## config.mk

```make
export PLATFORM = sky130hd
export DESIGN_NAME = temp_display_ctrl
export DESIGN_NICKNAME = d
export VERILOG_FILES = /design/src/rtl/temp_display_ctrl_pkg.sv /design/src/rtl/temp_display_ctrl_bin_to_bcd12.sv /design/src/rtl/temp_display_ctrl.sv
export SDC_FILE = /design/constraint.sdc
export NUM_CORES = 1
export LEC_CHECK = 0
export BUFFER_PORTS_ARGS = -buffer_cell sky130_fd_sc_hd__buf_2
export CORE_AREA = 2 2 79 100
export DETAILED_ROUTE_END_ITERATION = 6
export DIE_AREA = 0 0 81 102
export PLACE_DENSITY = 0.78
export SYNTH_ARGS = -nofsm -noshare
export SYNTH_HDL_FRONTEND = slang
export SYNTH_HIERARCHICAL = 1
export SYNTH_SLANG_ARGS = --single-unit
```

## constraint.sdc

```tcl
create_clock -name clk -period 3.8 [get_ports clk]
set_input_delay 0.38 -clock clk [delete_from_list [all_inputs] [get_ports clk]]
set_output_delay 0.38 -clock clk [all_outputs]
set_load 0.02 [all_outputs]
```

## src/rtl/temp_display_ctrl_pkg.sv

```systemverilog
// Shared constants and FSM encoding for the temperature display controller.
// Digit codes, conversion iteration count and datapath widths live here.
package temp_display_ctrl_pkg;

  localparam logic [3:0] DIG_DASH  = 4'hA;
  localparam logic [3:0] DIG_BLANK = 4'hF;

  localparam int CONV_ITER = 12;
  localparam int BIN_W     = 12;
  localparam int BCD_W     = 16;

  typedef enum logic [1:0] {
    ST_IDLE,
    ST_SCALE,
    ST_CONV,
    ST_FORMAT
  } state_e;

endpackage

```

## src/rtl/temp_display_ctrl_bin_to_bcd12.sv

```systemverilog
// Serial double-dabble engine: 12-bit binary to four BCD digits, one
// shift-add-3 iteration per clock. done is high during the final iteration.
module bin_to_bcd12
  import temp_display_ctrl_pkg::*;
(
  input  logic             clk,
  input  logic             rst,
  input  logic             start,
  input  logic [BIN_W-1:0] bin_in,
  output logic [BCD_W-1:0] bcd_out,
  output logic             done
);

  logic [BIN_W-1:0] bin_q, bin_d;
  logic [BCD_W-1:0] bcd_q, bcd_d;
  logic [3:0]       cnt_q, cnt_d;
  logic             busy_q, busy_d;
  logic             last;
  // Top digit keeps only 3 bits: its MSB is shifted out of the register.
  logic [BCD_W-2:0] adj;

  assign last = busy_q && (cnt_q == 4'(CONV_ITER - 1));

  always_comb begin
    for (int i = 0; i < 3; i++) begin
      adj[4*i +: 4] = (bcd_q[4*i +: 4] >= 4'd5) ? bcd_q[4*i +: 4] + 4'd3
                                                : bcd_q[4*i +: 4];
    end
    adj[14:12] = (bcd_q[15:12] >= 4'd5) ? 3'(bcd_q[15:12] + 4'd3) : bcd_q[14:12];

    bin_d  = bin_q;
    bcd_d  = bcd_q;
    cnt_d  = cnt_q;
    busy_d = busy_q;
    if (start) begin
      bin_d  = bin_in;
      bcd_d  = '0;
      cnt_d  = '0;
      busy_d = 1'b1;
    end else if (busy_q) begin
      bcd_d  = {adj, bin_q[BIN_W-1]};
      bin_d  = {bin_q[BIN_W-2:0], 1'b0};
      cnt_d  = last ? 4'd0 : cnt_q + 4'd1;
      busy_d = !last;
    end
  end

  always_ff @(posedge clk) begin
    if (rst) begin
      bin_q  <= '0;
      bcd_q  <= '0;
      cnt_q  <= '0;
      busy_q <= 1'b0;
    end else begin
      bin_q  <= bin_d;
      bcd_q  <= bcd_d;
      cnt_q  <= cnt_d;
      busy_q <= busy_d;
    end
  end

  assign bcd_out = bcd_q;
  assign done    = last;

endmodule

```

## src/rtl/temp_display_ctrl.sv

```systemverilog
// TMP121 raw word to four 7-segment digit codes (tenths, units, tens, hundreds).
// Define TEMP_DISP_ROUND_EN to round half up when scaling; otherwise truncate.
module temp_display_ctrl
  import temp_display_ctrl_pkg::*;
#(
  parameter int RAW_W     = 13,
  parameter int FRAC_BITS = 4
) (
  input  logic             clk,
  input  logic             rst,
  input  logic             in_valid,
  output logic             in_ready,
  input  logic [RAW_W-1:0] temp_raw,
  output logic [3:0]       dout0,
  output logic [3:0]       dout1,
  output logic [3:0]       dout2,
  output logic [3:0]       dout3,
  output logic             done,
  output logic             ovf
);

  localparam int PROD_W = RAW_W + 4;

  state_e           state_q, state_d;
  logic [RAW_W-1:0] raw_q, raw_d;
  logic [15:0]      dout_q, dout_d;
  logic             ovf_q, ovf_d;
  logic             done_q, done_d;

  logic             neg;
  logic [RAW_W-1:0] mag;
  logic [PROD_W-1:0] prod, scaled;
  logic [BIN_W-1:0] t_bin;
  logic             bcd_start, bcd_done;
  logic [BCD_W-1:0] bcd;
  logic             blank3, blank2;
  logic [15:0]      fmt_dout;
  logic             fmt_ovf;

  // Magnitude in RAW_W bits: -4096 wraps to 4096 as unsigned, as intended.
  always_comb begin
    neg  = raw_q[RAW_W-1];
    mag  = neg ? (~raw_q + RAW_W'(1)) : raw_q;
    prod = (PROD_W'(mag) << 3) + (PROD_W'(mag) << 1);
`ifdef TEMP_DISP_ROUND_EN
    scaled = prod + PROD_W'(1 << (FRAC_BITS - 1));
`else
    scaled = prod;
`endif
    t_bin = BIN_W'(scaled >> FRAC_BITS);
  end

  bin_to_bcd12 u_bcd (
    .clk     (clk),
    .rst     (rst),
    .start   (bcd_start),
    .bin_in  (t_bin),
    .bcd_out (bcd),
    .done    (bcd_done)
  );

  // Sign goes in the blank slot just left of the first shown digit.
  always_comb begin
    blank3   = (bcd[15:12] == 4'd0);
    blank2   = blank3 && (bcd[11:8] == 4'd0);
    fmt_dout = {blank3 ? DIG_BLANK : bcd[15:12],
                blank2 ? DIG_BLANK : bcd[11:8],
                bcd[7:0]};
    fmt_ovf  = 1'b0;
    if (neg && (bcd != '0)) begin
      if (blank2) begin
        fmt_dout[11:8] = DIG_DASH;
      end else if (blank3) begin
        fmt_dout[15:12] = DIG_DASH;
      end else begin
        fmt_ovf  = 1'b1;
        fmt_dout = {4{DIG_DASH}};
      end
    end
  end

  always_comb begin
    state_d   = state_q;
    raw_d     = raw_q;
    dout_d    = dout_q;
    ovf_d     = ovf_q;
    done_d    = 1'b0;
    bcd_start = 1'b0;
    case (state_q)
      ST_IDLE: begin
        if (in_valid) begin
          raw_d   = temp_raw;
          state_d = ST_SCALE;
        end
      end
      ST_SCALE: begin
        bcd_start = 1'b1;
        state_d   = ST_CONV;
      end
      ST_CONV: begin
        if (bcd_done) state_d = ST_FORMAT;
      end
      ST_FORMAT: begin
        dout_d  = fmt_dout;
        ovf_d   = fmt_ovf;
        done_d  = 1'b1;
        state_d = ST_IDLE;
      end
      default: state_d = ST_IDLE;
    endcase
  end

  always_ff @(posedge clk) begin
    if (rst) begin
      state_q <= ST_IDLE;
      raw_q   <= '0;
      dout_q  <= {4{DIG_BLANK}};
      ovf_q   <= 1'b0;
      done_q  <= 1'b0;
    end else begin
      state_q <= state_d;
      raw_q   <= raw_d;
      dout_q  <= dout_d;
      ovf_q   <= ovf_d;
      done_q  <= done_d;
    end
  end

  assign in_ready = (state_q == ST_IDLE);
  assign dout0    = dout_q[3:0];
  assign dout1    = dout_q[7:4];
  assign dout2    = dout_q[11:8];
  assign dout3    = dout_q[15:12];
  assign done     = done_q;
  assign ovf      = ovf_q;

endmodule

```

==> flow_metrics.py, run 1 <==
metrics = {
    "place": {
        "dp.cells": 601,
        "dp_hpwl_mm": 6.31,
        "gp_congestion": 0.873,
        "portBuffers": 34,
        "placed_cell_area_mm2": 0.00439,
    },
    "setup_path": {
        "cp_cell_sequence": "or4_4 -> o31ai_1 -> xnor2_1 -> ha_1 -> o21ai_0 -> and4b_1 -> a211oi_1 -> a311o_1 -> and3_1 -> o211a_1 -> nor4_2 -> mux2i_1 -> nor2_1",
        "start_kind": "flop",
        "required_ns": 4.08,
        "arrival_ns": 3.88,
        "crit_fanout": 9,
        "slowest_delay_ns": 0.64,
        "crit_path_top_delay_cell": "or4_4",
        "path_class": "flop to flop",
        "endpoint_kind": "flop",
    },
    "global_route": {
        "grt_pass1_wl_mm": 14.9,
        "grt_pass1_vias": 3468,
        "grt_usage": 0.225,
        "antenna_found_initial": 0,
        "grt_max_degree": 49,
        "grt_overflow": 0,
    },
    "detailed_routing": {
        "drc": 0,
        "ant_nets": 0,
        "vias": 3685,
        "wl_per_cell_um": 14.2,
        "viasPerCell": 5.96,
        "finalWirelength_mm": 8.80,
        "drtPass1Iterations": 4,
        "drt_iter0_markers": 160,
    },
    "synth": {
        "seq_area_frac_synth": 0.311,
        "synth_edf_count": 0,
        "syn_inst": 500,
        "yosysWarnings": 6,
        "avgSynthCellArea_um2": 8.49,
        "ys.flop_type": "dfxtp_1",
        "synth_seq_cells": 66,
        "synthArstFlopShare": 0,
        "ys_types": 62,
        "syn_area_mm2": 0.00424,
        "syn-num-nets": 538,
    },
    "min_path": {
        "hp-class": "input port to flop",
    },
    "die": {
        "coreArea_mm2": 0.00727,
        "io-pin-count": 35,
        "die_h_um": 102,
        "die_area_mm2": 0.00826,
        "row_count": 35,
        "initial_utilization": 0.584,
        "die_w_um": 81,
    },
    "power": {
        "total_power_w": 0.00294,
        "pwr_density_cell_mw_per_mm2": 636,
        "peakVddDrop_mv": 0.426,
        "p_leak_nw": 1.80,
    },
    "sta": {
        "finClkSkew_ns": 0.00927,
        "finalSetupViolCount": 0,
        "drv_slew": 0,
        "rsz0062_at_grt": "false",
        "holdWs_ns": 0.259,
        "tightest_slew_ns": 1.11,
        "hold_viol_final": 0,
        "period_share": 0.946,
        "fmax_ghz": 0.278,
        "maxSlewHeadroom": 0.254,
        "fin_setup_tns_ns": 0,
        "finalCriticalPeriod_ns": 3.60,
    },
    "finish": {
        "final_cells": 618,
        "fillers": 617,
        "insertedDiodeCount": 0,
        "area_delta_synth_final_pct": 8.90,
        "final_area_mm2": 0.00462,
        "drive_gt1_frac": 0.162,
        "fin_nets": 559,
    },
    "job": {
        "maxCapViolCount": 0,
    },
    "clock_tree": {
        "ctsHoldBuffers": 0,
        "cts-buffers-inserted": 9,
        "tritoncts": "built",
        "clockBufferDepth": 2,
        "clk_latency_ns": 0.35,
        "htree_levels": 3,
        "clock_sinks": 66,
        "clkTransAtPathRegs_ns": 0.07,
        "root_buffer": "clkbuf_8",
    },
    "status": {
        "status": "finished clean",
    },
}
==> repair_timing <==
| item | in CTS | in global routing |
|---|---|---|
| buffers inserted | 0 | 1 |
| endpoints found under the setup margin | 0 | 2 |
| resized for setup | 0 | 1 |
==> cell usage after synthesis (4+ instances only) <==
master	count	area share
nor3_1	6	0.0071
nand3_1	14	0.017
xor2_1	9	0.019
or3_1	6	0.0088
a2111o_1	5	0.013
nand2_1	50	0.044
buf_4	4	0.0071
a21oi_1	35	0.041
nand2b_1	20	0.029
ha_1	21	0.062
inv_1	21	0.019
nand3b_1	6	0.011
xnor2_1	13	0.027
a31oi_1	9	0.013
or4_1	5	0.0088
nor2_1	33	0.029
buf_6	6	0.016
o21a_1	6	0.011
clkbuf_1	12	0.011
o31ai_1	6	0.011
o211ai_1	7	0.012
buf_2	7	0.0083
o21ai_0	25	0.029
a21o_1	5	0.0088
a221o_1	4	0.0094
mux2_2	11	0.029
nor4_1	4	0.0059
mux2i_1	17	0.040
dfxtp_1	66	0.31
o22ai_1	8	0.012
nor2b_1	7	0.010
==> registers in the layout, indices dropped and copies added (netlist names) <==
| register | count |
|---|---|
| raw_q | 13 |
| done | 1 |
| u_bcd/bcd_out | 16 |
| dout_q | 16 |
| u_bcd/cnt_q | 4 |
| state_q | 2 |
| u_bcd/bin_q | 12 |
| u_bcd/busy_q | 1 |
| ovf | 1 |
==> layer usage <==
layer / GRT usage / share of wire / wire [um] / vias up
met5: 0 / 0 / 0 / -
met2: 0.415 / 0.53 / 4640 / 82
li1: - / - / - / 1846
met1: 0.249 / 0.42 / 3660 / 1739
met3: 0.0318 / 0.038 / 335 / 18
met4: 0.113 / 0.019 / 167 / 0
==> worst max-delay path: cells and delay by family, from the launching register on <==
family | cells | cell delay [ns]
flip-flops | 1 | 0.42
adder cells (fa/ha/maj) | 1 | 0.36
AO/OA/AOI/OAI | 5 | 1.09
multiplexers | 1 | 0.10
XOR/XNOR | 1 | 0.19
AND/OR/NAND/NOR | 5 | 1.38
==> kinds of logic after synthesis <==
group / count (synthesis) / share of synthesized area
simple gates: 179 / 0.231
buf+inv: 52 / 0.0622
flops: 66 / 0.311
xor+xnor: 24 / 0.0531
compound gates: 129 / 0.207
mux: 28 / 0.0693
fa+ha+maj: 22 / 0.0666
==> report_power, final <==
group          leakage (nW)  switching (W)  internal, W
Sequential            0.537       0.000163     0.000815
Clock                 0.109       0.000279     0.000385
Combinational          1.15       0.000737     0.000558
==> final cells by class <==
cell class              count  area [um^2]  share of cell area
multi-input cells         382         2670               0.577
flip-flops and latches     66         1320               0.286
repair buffers             41          223              0.0482
clock buffers              11          141              0.0306
well taps                  92          115              0.0249
inverters                  21         78.8              0.0171
clock inverters             5         77.6              0.0168
==> placed cells by master, fill, tap and decap left out, types with 4 or more instances in the layout <==
cell      count
nor4_1        4
nand2b_1     20
nand2_1      50
mux2_2       11
a21oi_1      35
or4_1         5
nand3_1      14
a21o_1        5
nand3b_1      6
o22ai_1       8
dfxtp_1      66
xnor2_1      13
a2111o_1      5
nor2b_1       7
clkbuf_8     10
nor3_1        6
buf_4         7
a31oi_1       9
or3_1         6
xor2_1        9
o21ai_0      25
mux2i_1      17
buf_2        34
o21a_1        6
ha_1         21
inv_1        21
o211ai_1      7
a221o_1       4
o31ai_1       6
nor2_1       33
==> final timing paths <==
check,slack [ns],startpoint,cells after the start,to
min,0.26,temp_raw[0],3,raw_q[0]
max reg2reg,0.20,raw_q[2],13,u_bcd/bin_q[10]
min reg2reg,0.47,dout_q[10],1,dout_q[10]
max,0.20,raw_q[2],13,u_bcd/bin_q[10]
==> stage by stage <==
step | setup WS (ns) | utilization
finish | 0.205 | 0.636
global route | 0.0104 | 0.636
CTS | 0.156 | 0.634
detailed placement | 0.154 | 0.604
global placement | 0.334 | 0.604
floorplan | 0.406 | -
(Power assumes the default switching activity.)
==> run 2, diff against run 1 <==
--- a/config.mk
+++ b/config.mk
@@ -6,10 +6,12 @@
 export NUM_CORES = 1
 export LEC_CHECK = 0
 export BUFFER_PORTS_ARGS = -buffer_cell sky130_fd_sc_hd__buf_2
-export CORE_AREA = 2 2 79 100
+export CORE_AREA = 2 2 78 98
+export CTS_BUF_LIST = sky130_fd_sc_hd__clkbuf_8
 export DETAILED_ROUTE_END_ITERATION = 6
-export DIE_AREA = 0 0 81 102
-export PLACE_DENSITY = 0.78
+export DIE_AREA = 0 0 80 100
+export PLACE_DENSITY = 0.8
+export SETUP_SLACK_MARGIN = 0.4
 export SYNTH_ARGS = -nofsm -noshare
 export SYNTH_HDL_FRONTEND = slang
 export SYNTH_HIERARCHICAL = 1
==> run 2 against run 1 <==
Sequential cell count unchanged. Worst setup slack gained 0.30 ns. Utilization increased by 2.4 points. Fmax up 9.1%. Clock power hardly changed. Critical path type unchanged. Largest power group unchanged.
==> flow_metrics.py, run 2 (synthesis gave the netlist of run 1 again) <==
metrics = {
    "die": {
        "die_area_mm2": 0.00800,
        "die_h_um": 100,
        "initial_utilization": 0.591,
        "row_count": 35,
        "die_w_um": 80,
        "io-pin-count": 35,
        "coreArea_mm2": 0.00718,
    },
    "power": {
        "peakVddDrop_mv": 0.440,
        "p_seq_frac": 0.327,
        "clkPwrFrac": 0.219,
        "pwr_density_cell_mw_per_mm2": 640,
        "swShare": 0.407,
        "power_frac_comb": 0.455,
        "p_leak_nw": 1.85,
        "p_sw_w": 0.00123,
        "p_int_w": 0.00180,
    },
    "clock_tree": {
        "clkTransAtPathRegs_ns": 0.07,
        "cts-buffers-inserted": 9,
        "clock_sinks": 66,
        "clockBufferDepth": 2,
        "root_buffer": "clkbuf_8",
        "clk_latency_ns": 0.36,
        "tritoncts": "built",
        "htree_levels": 3,
    },
    "finish": {
        "fin_util": 0.660,
        "fillers": 613,
        "regArea_mm2": 0.00133,
        "final_common_cell": "dfxtp_1",
        "insertedDiodeCount": 0,
        "multiInputGateArea_mm2": 0.00275,
        "final_area_mm2": 0.00474,
        "area_delta_synth_final_pct": 11.6,
        "fin_nets": 562,
        "final_cell_mix": "dfxtp_1 (62), nand2_1 (50), a21oi_1 (35)",
        "drive_gt1_frac": 0.197,
    },
    "job": {
        "maxCapViolCount": 0,
    },
    "setup_path": {
        "crit_fanout": 8,
        "arrival_ns": 3.52,
        "endpoint_kind": "flop",
        "required_ns": 4.02,
        "startpoint": "raw_q[1]",
        "start_kind": "flop",
        "r2r-start": "raw_q[1]",
        "path_class": "flop to flop",
        "r2r_cells": 14,
    },
    "detailed_routing": {
        "drtPass1Iterations": 5,
        "dr_wl_met3_um": 445,
        "dr_wl_met2_mm": 4.78,
        "finalWirelength_mm": 9.18,
        "drc": 0,
        "viasPerCell": 5.98,
        "vias": 3715,
        "top_layer": "met4",
        "drt_iter0_markers": 186,
        "ant_nets": 0,
        "wl_per_cell_um": 14.8,
        "drt-met1-wl_mm": 3.71,
    },
    "sta": {
        "maxSlewHeadroom": 0.278,
        "hold_viol_final": 0,
        "tightest_slew_ns": 1.07,
        "period_share": 0.867,
        "holdWs_ns": 0.249,
        "finalCriticalPeriod_ns": 3.30,
        "fin_setup_tns_ns": 0,
        "finalSetupViolCount": 0,
        "finClkSkew_ns": 0.00633,
        "rsz0062_at_grt": "true",
        "fmax_ghz": 0.303,
        "drv_slew": 0,
    },
    "global_route": {
        "grt_usage": 0.235,
        "grt_pass1_vias": 3457,
        "grt_pass1_wl_mm": 15.1,
        "antenna_found_initial": 0,
        "grt_max_degree": 49,
        "grt_overflow": 0,
    },
    "min_path": {
        "min-delay-start": "temp_raw[0]",
        "hold_depth": 3,
        "hp-class": "input port to flop",
    },
    "place": {
        "portBuffers": 34,
        "placed_cell_area_mm2": 0.00439,
        "gp_congestion": 0.909,
        "dp_hpwl_mm": 6.29,
    },
    "status": {
        "status": "finished clean",
    },
}
run 2: changes by cell type in the layout (fill, tap and decap cells not counted), moves of 2 or more:
cell     before  now
buf_4         7   10
dfxtp_1      66   62
dfxtp_2       0    4
o21ai_0      25   22
o21ai_2       0    2
o31ai_1       6    4
xnor2_1      13    9
xnor2_2       2    6
run 2: worst paths after layout:
| kind | to | slack, ns |
|---|---|---|
| hold reg to reg | dout_q[12] | 0.48 |
| setup / recovery | u_bcd/bin_q[9] | 0.50 |
| hold / removal | raw_q[0] | 0.25 |
| setup reg to reg | u_bcd/bin_q[9] | 0.50 |
run 2: cell type report:
class                      instances  area share
multi-input combinational        382       0.581
sequential                        66       0.280
timing repair buffer              44      0.0518
clock buffer                      10      0.0291
tap                               92      0.0243
clock inverter                     6      0.0172
inverter                          21      0.0166
run 2: per-stage QoR:
stage               worst slack, ns  power, W  cells
floorplan                     0.406   0.00204    500
global placement              0.312   0.00221    601
detailed placement            0.166   0.00226    601
CTS                           0.400   0.00296    620
global route                  0.365   0.00324    621
finish                        0.504   0.00303    621
run 2: worst max-delay path, stage by stage (launching register included):
cell and delay (ns):
dfxtp_2 0.35, or4_4 0.60, buf_4 0.17, o21ai_0 0.19, xnor2_1 0.18, ha_1 0.29, a21o_1 0.18, a21o_1 0.19
a21o_1 0.19, a41oi_2 0.24, o31ai_2 0.12, buf_4 0.14, xor2_1 0.13, mux2i_1 0.15, nor2_1 0.05
run 2: what timing repair did:
item,4_1_cts,5_1_grt
pin swaps,2,6
gates resized for setup,5,17
setup buffers,3,1
endpoints found under the setup margin,4,4
hold buffers,0,0
run 2: power by group through the flow:
stage | clock network, W | logic [W] | registers [W]
3_5_place_dp | 0 | 0.00127 | 0.000996
3_3_place_gp | 0 | 0.00123 | 0.000987
6_report | 0.000663 | 0.00138 | 0.000991
2_1_floorplan | 0 | 0.00109 | 0.000948
5_1_grt | 0.000705 | 0.00152 | 0.00102
4_1_cts | 0.000672 | 0.00131 | 0.000982
run 2: per-layer routing:
metal	up-vias	GRT usage
met4	0	0.0991
met2	108	0.426
met5	-	0
met3	23	0.0531
li1	1854	-
met1	1730	0.259
==> run 3, diff against run 2 <==
--- a/config.mk
+++ b/config.mk
@@ -10,8 +10,9 @@
 export CTS_BUF_LIST = sky130_fd_sc_hd__clkbuf_8
 export DETAILED_ROUTE_END_ITERATION = 6
 export DIE_AREA = 0 0 80 100
-export PLACE_DENSITY = 0.8
+export PLACE_DENSITY = 0.92
 export SETUP_SLACK_MARGIN = 0.4
+export SLEW_MARGIN = 20
 export SYNTH_ARGS = -nofsm -noshare
 export SYNTH_HDL_FRONTEND = slang
 export SYNTH_HIERARCHICAL = 1
==> run 3 against run 2 <==
Die area unchanged. Critical path type unchanged. Critical endpoint is now u_bcd/bin_q[10]. Sequential power about the same. Global-route usage is 3.0 points higher. Sequential cell count unchanged.
==> flow_metrics.py, run 3 (synthesis gave the netlist of run 1 again) <==
metrics = {
    "setup_path": {
        "path_class": "flop to flop",
        "r2r-start": "raw_q[1]",
        "arrival_ns": 3.58,
        "start_kind": "flop",
        "rrSetupSlack_ns": 0.50,
        "endpoint_kind": "flop",
        "startpoint": "raw_q[1]",
        "required_ns": 4.08,
        "r2r_cells": 13,
        "crit_fanout": 7,
        "r2r_end": "u_bcd/bin_q[10]",
    },
    "global_route": {
        "grt_pass1_vias": 3871,
        "grt_pass1_wl_mm": 17.1,
        "grt_overflow": 0,
        "grt_usage": 0.264,
        "grt_max_degree": 49,
        "antenna_found_initial": 0,
    },
    "power": {
        "peakVddDrop_mv": 0.402,
        "p_leak_nw": 1.90,
        "pwr_density_cell_mw_per_mm2": 680,
    },
    "sta": {
        "period_share": 0.868,
        "hold_viol_final": 0,
        "fin_ws_ns": 0.502,
        "tightest_slew_ns": 0.933,
        "finClkSkew_ns": 0.00806,
        "finalCriticalPeriod_ns": 3.30,
        "drv_slew": 0,
        "holdWs_ns": 0.255,
        "fin_setup_tns_ns": 0,
        "finalSetupViolCount": 0,
        "rsz0062_at_grt": "true",
        "maxSlewHeadroom": 0.376,
        "fmax_ghz": 0.303,
    },
    "clock_tree": {
        "clockBufferDepth": 2,
        "clk_latency_ns": 0.35,
        "htree_levels": 3,
        "clkTransAtPathRegs_ns": 0.08,
        "root_buffer": "clkbuf_8",
        "tritoncts": "built",
        "clock_sinks": 66,
        "cts-buffers-inserted": 9,
    },
    "place": {
        "dp_slack_ns": 0.181,
        "portBuffers": 34,
        "dp_hpwl_mm": 6.61,
        "placed_cell_area_mm2": 0.00437,
        "gp_congestion": 0.923,
        "dp.cells": 599,
    },
    "detailed_routing": {
        "drc": 0,
        "finalWirelength_mm": 10.4,
        "drtPass1Iterations": 5,
        "vias": 3910,
        "viasPerCell": 6.23,
        "ant_nets": 0,
        "wl_per_cell_um": 16.6,
        "drt_iter0_markers": 179,
    },
    "min_path": {
        "min_to": "raw_q[8]",
        "hp-class": "input port to flop",
        "hold_depth": 3,
        "min-delay-start": "temp_raw[8]",
    },
    "finish": {
        "fin_nets": 569,
        "final_cell_mix": "dfxtp_1 (61), nand2_1 (50), a21oi_1 (35)",
        "final_area_mm2": 0.00487,
        "area_delta_synth_final_pct": 14.7,
        "final_common_cell": "dfxtp_1",
        "drive_gt1_frac": 0.215,
        "final_cells": 628,
        "fillers": 549,
        "insertedDiodeCount": 0,
    },
    "die": {
        "row_count": 35,
        "die_area_mm2": 0.00800,
        "coreArea_mm2": 0.00718,
        "initial_utilization": 0.591,
        "io-pin-count": 35,
        "die_w_um": 80,
        "die_h_um": 100,
    },
    "status": {
        "status": "finished clean",
    },
    "job": {
        "maxCapViolCount": 0,
    },
}
run 3: worst max-delay path, cell delays in order, from the launching register on:
cell and delay [ns]:
dfxtp_4 0.37, or4_4 0.59, o31ai_4 0.28, xnor2_2 0.17, ha_4 0.25, o21ai_2 0.13
and4b_1 0.22, a211oi_1 0.06, a311o_1 0.37, and3_4 0.20, o211a_1 0.22, nor4_2 0.14
mux2i_1 0.11, nor2_1 0.13
run 3: final cells by class:
class                           count  area, um^2  share of cell area
Timing Repair Buffer               51         298              0.0612
Inverter                           21        78.8              0.0162
Sequential cell                    66        1330               0.274
Clock buffer                       10         138              0.0283
Tap cell                           92         115              0.0237
Multi-Input combinational cell    382        2780               0.570
Clock inverter                      6         129              0.0265
run 3: worst max path at each step:
| stage | end | slack (ns) | cells after the start |
|---|---|---|---|
| 2_1_floorplan | u_bcd/bin_q[10] | 0.41 | 16 |
| 3_3_place_gp | u_bcd/bin_q[11] | 0.34 | 15 |
| 3_5_place_dp | u_bcd/bin_q[11] | 0.18 | 15 |
| 4_1_cts | u_bcd/bin_q[11] | 0.39 | 15 |
| 5_1_grt | u_bcd/bin_q[11] | 0.32 | 15 |
| 6_report | u_bcd/bin_q[10] | 0.50 | 13 |
run 3: layer usage:
metal,part of all wire,vias up,GRT usage,wire length (um)
met5,0,-,0,0
met4,0.038,0,0.117,395
met1,0.38,1830,0.283,3980
met3,0.057,52,0.0629,592
li1,-,1871,-,-
met2,0.52,157,0.485,5470
run 3: per-stage QoR:
stage / util / power, W
after global placement: 0.609 / 0.00220
final: 0.678 / 0.00331
after global routing: 0.678 / 0.00352
after detailed placement: 0.609 / 0.00227
after CTS: 0.657 / 0.00317
after floorplan: - / 0.00204
run 3: power breakdown:
part,internal [W],leakage (nW),switching (W)
clock,0.000517,0.138,0.000289
sequential,0.000818,0.539,0.000190
combinational,0.000657,1.22,0.000837
run 3: what timing repair did:
item                                    CTS  global route
resized for setup                         7            22
setup buffers                             7             6
endpoints found under the setup margin    4             6
hold buffers                              0             0
pin swaps                                 3            14
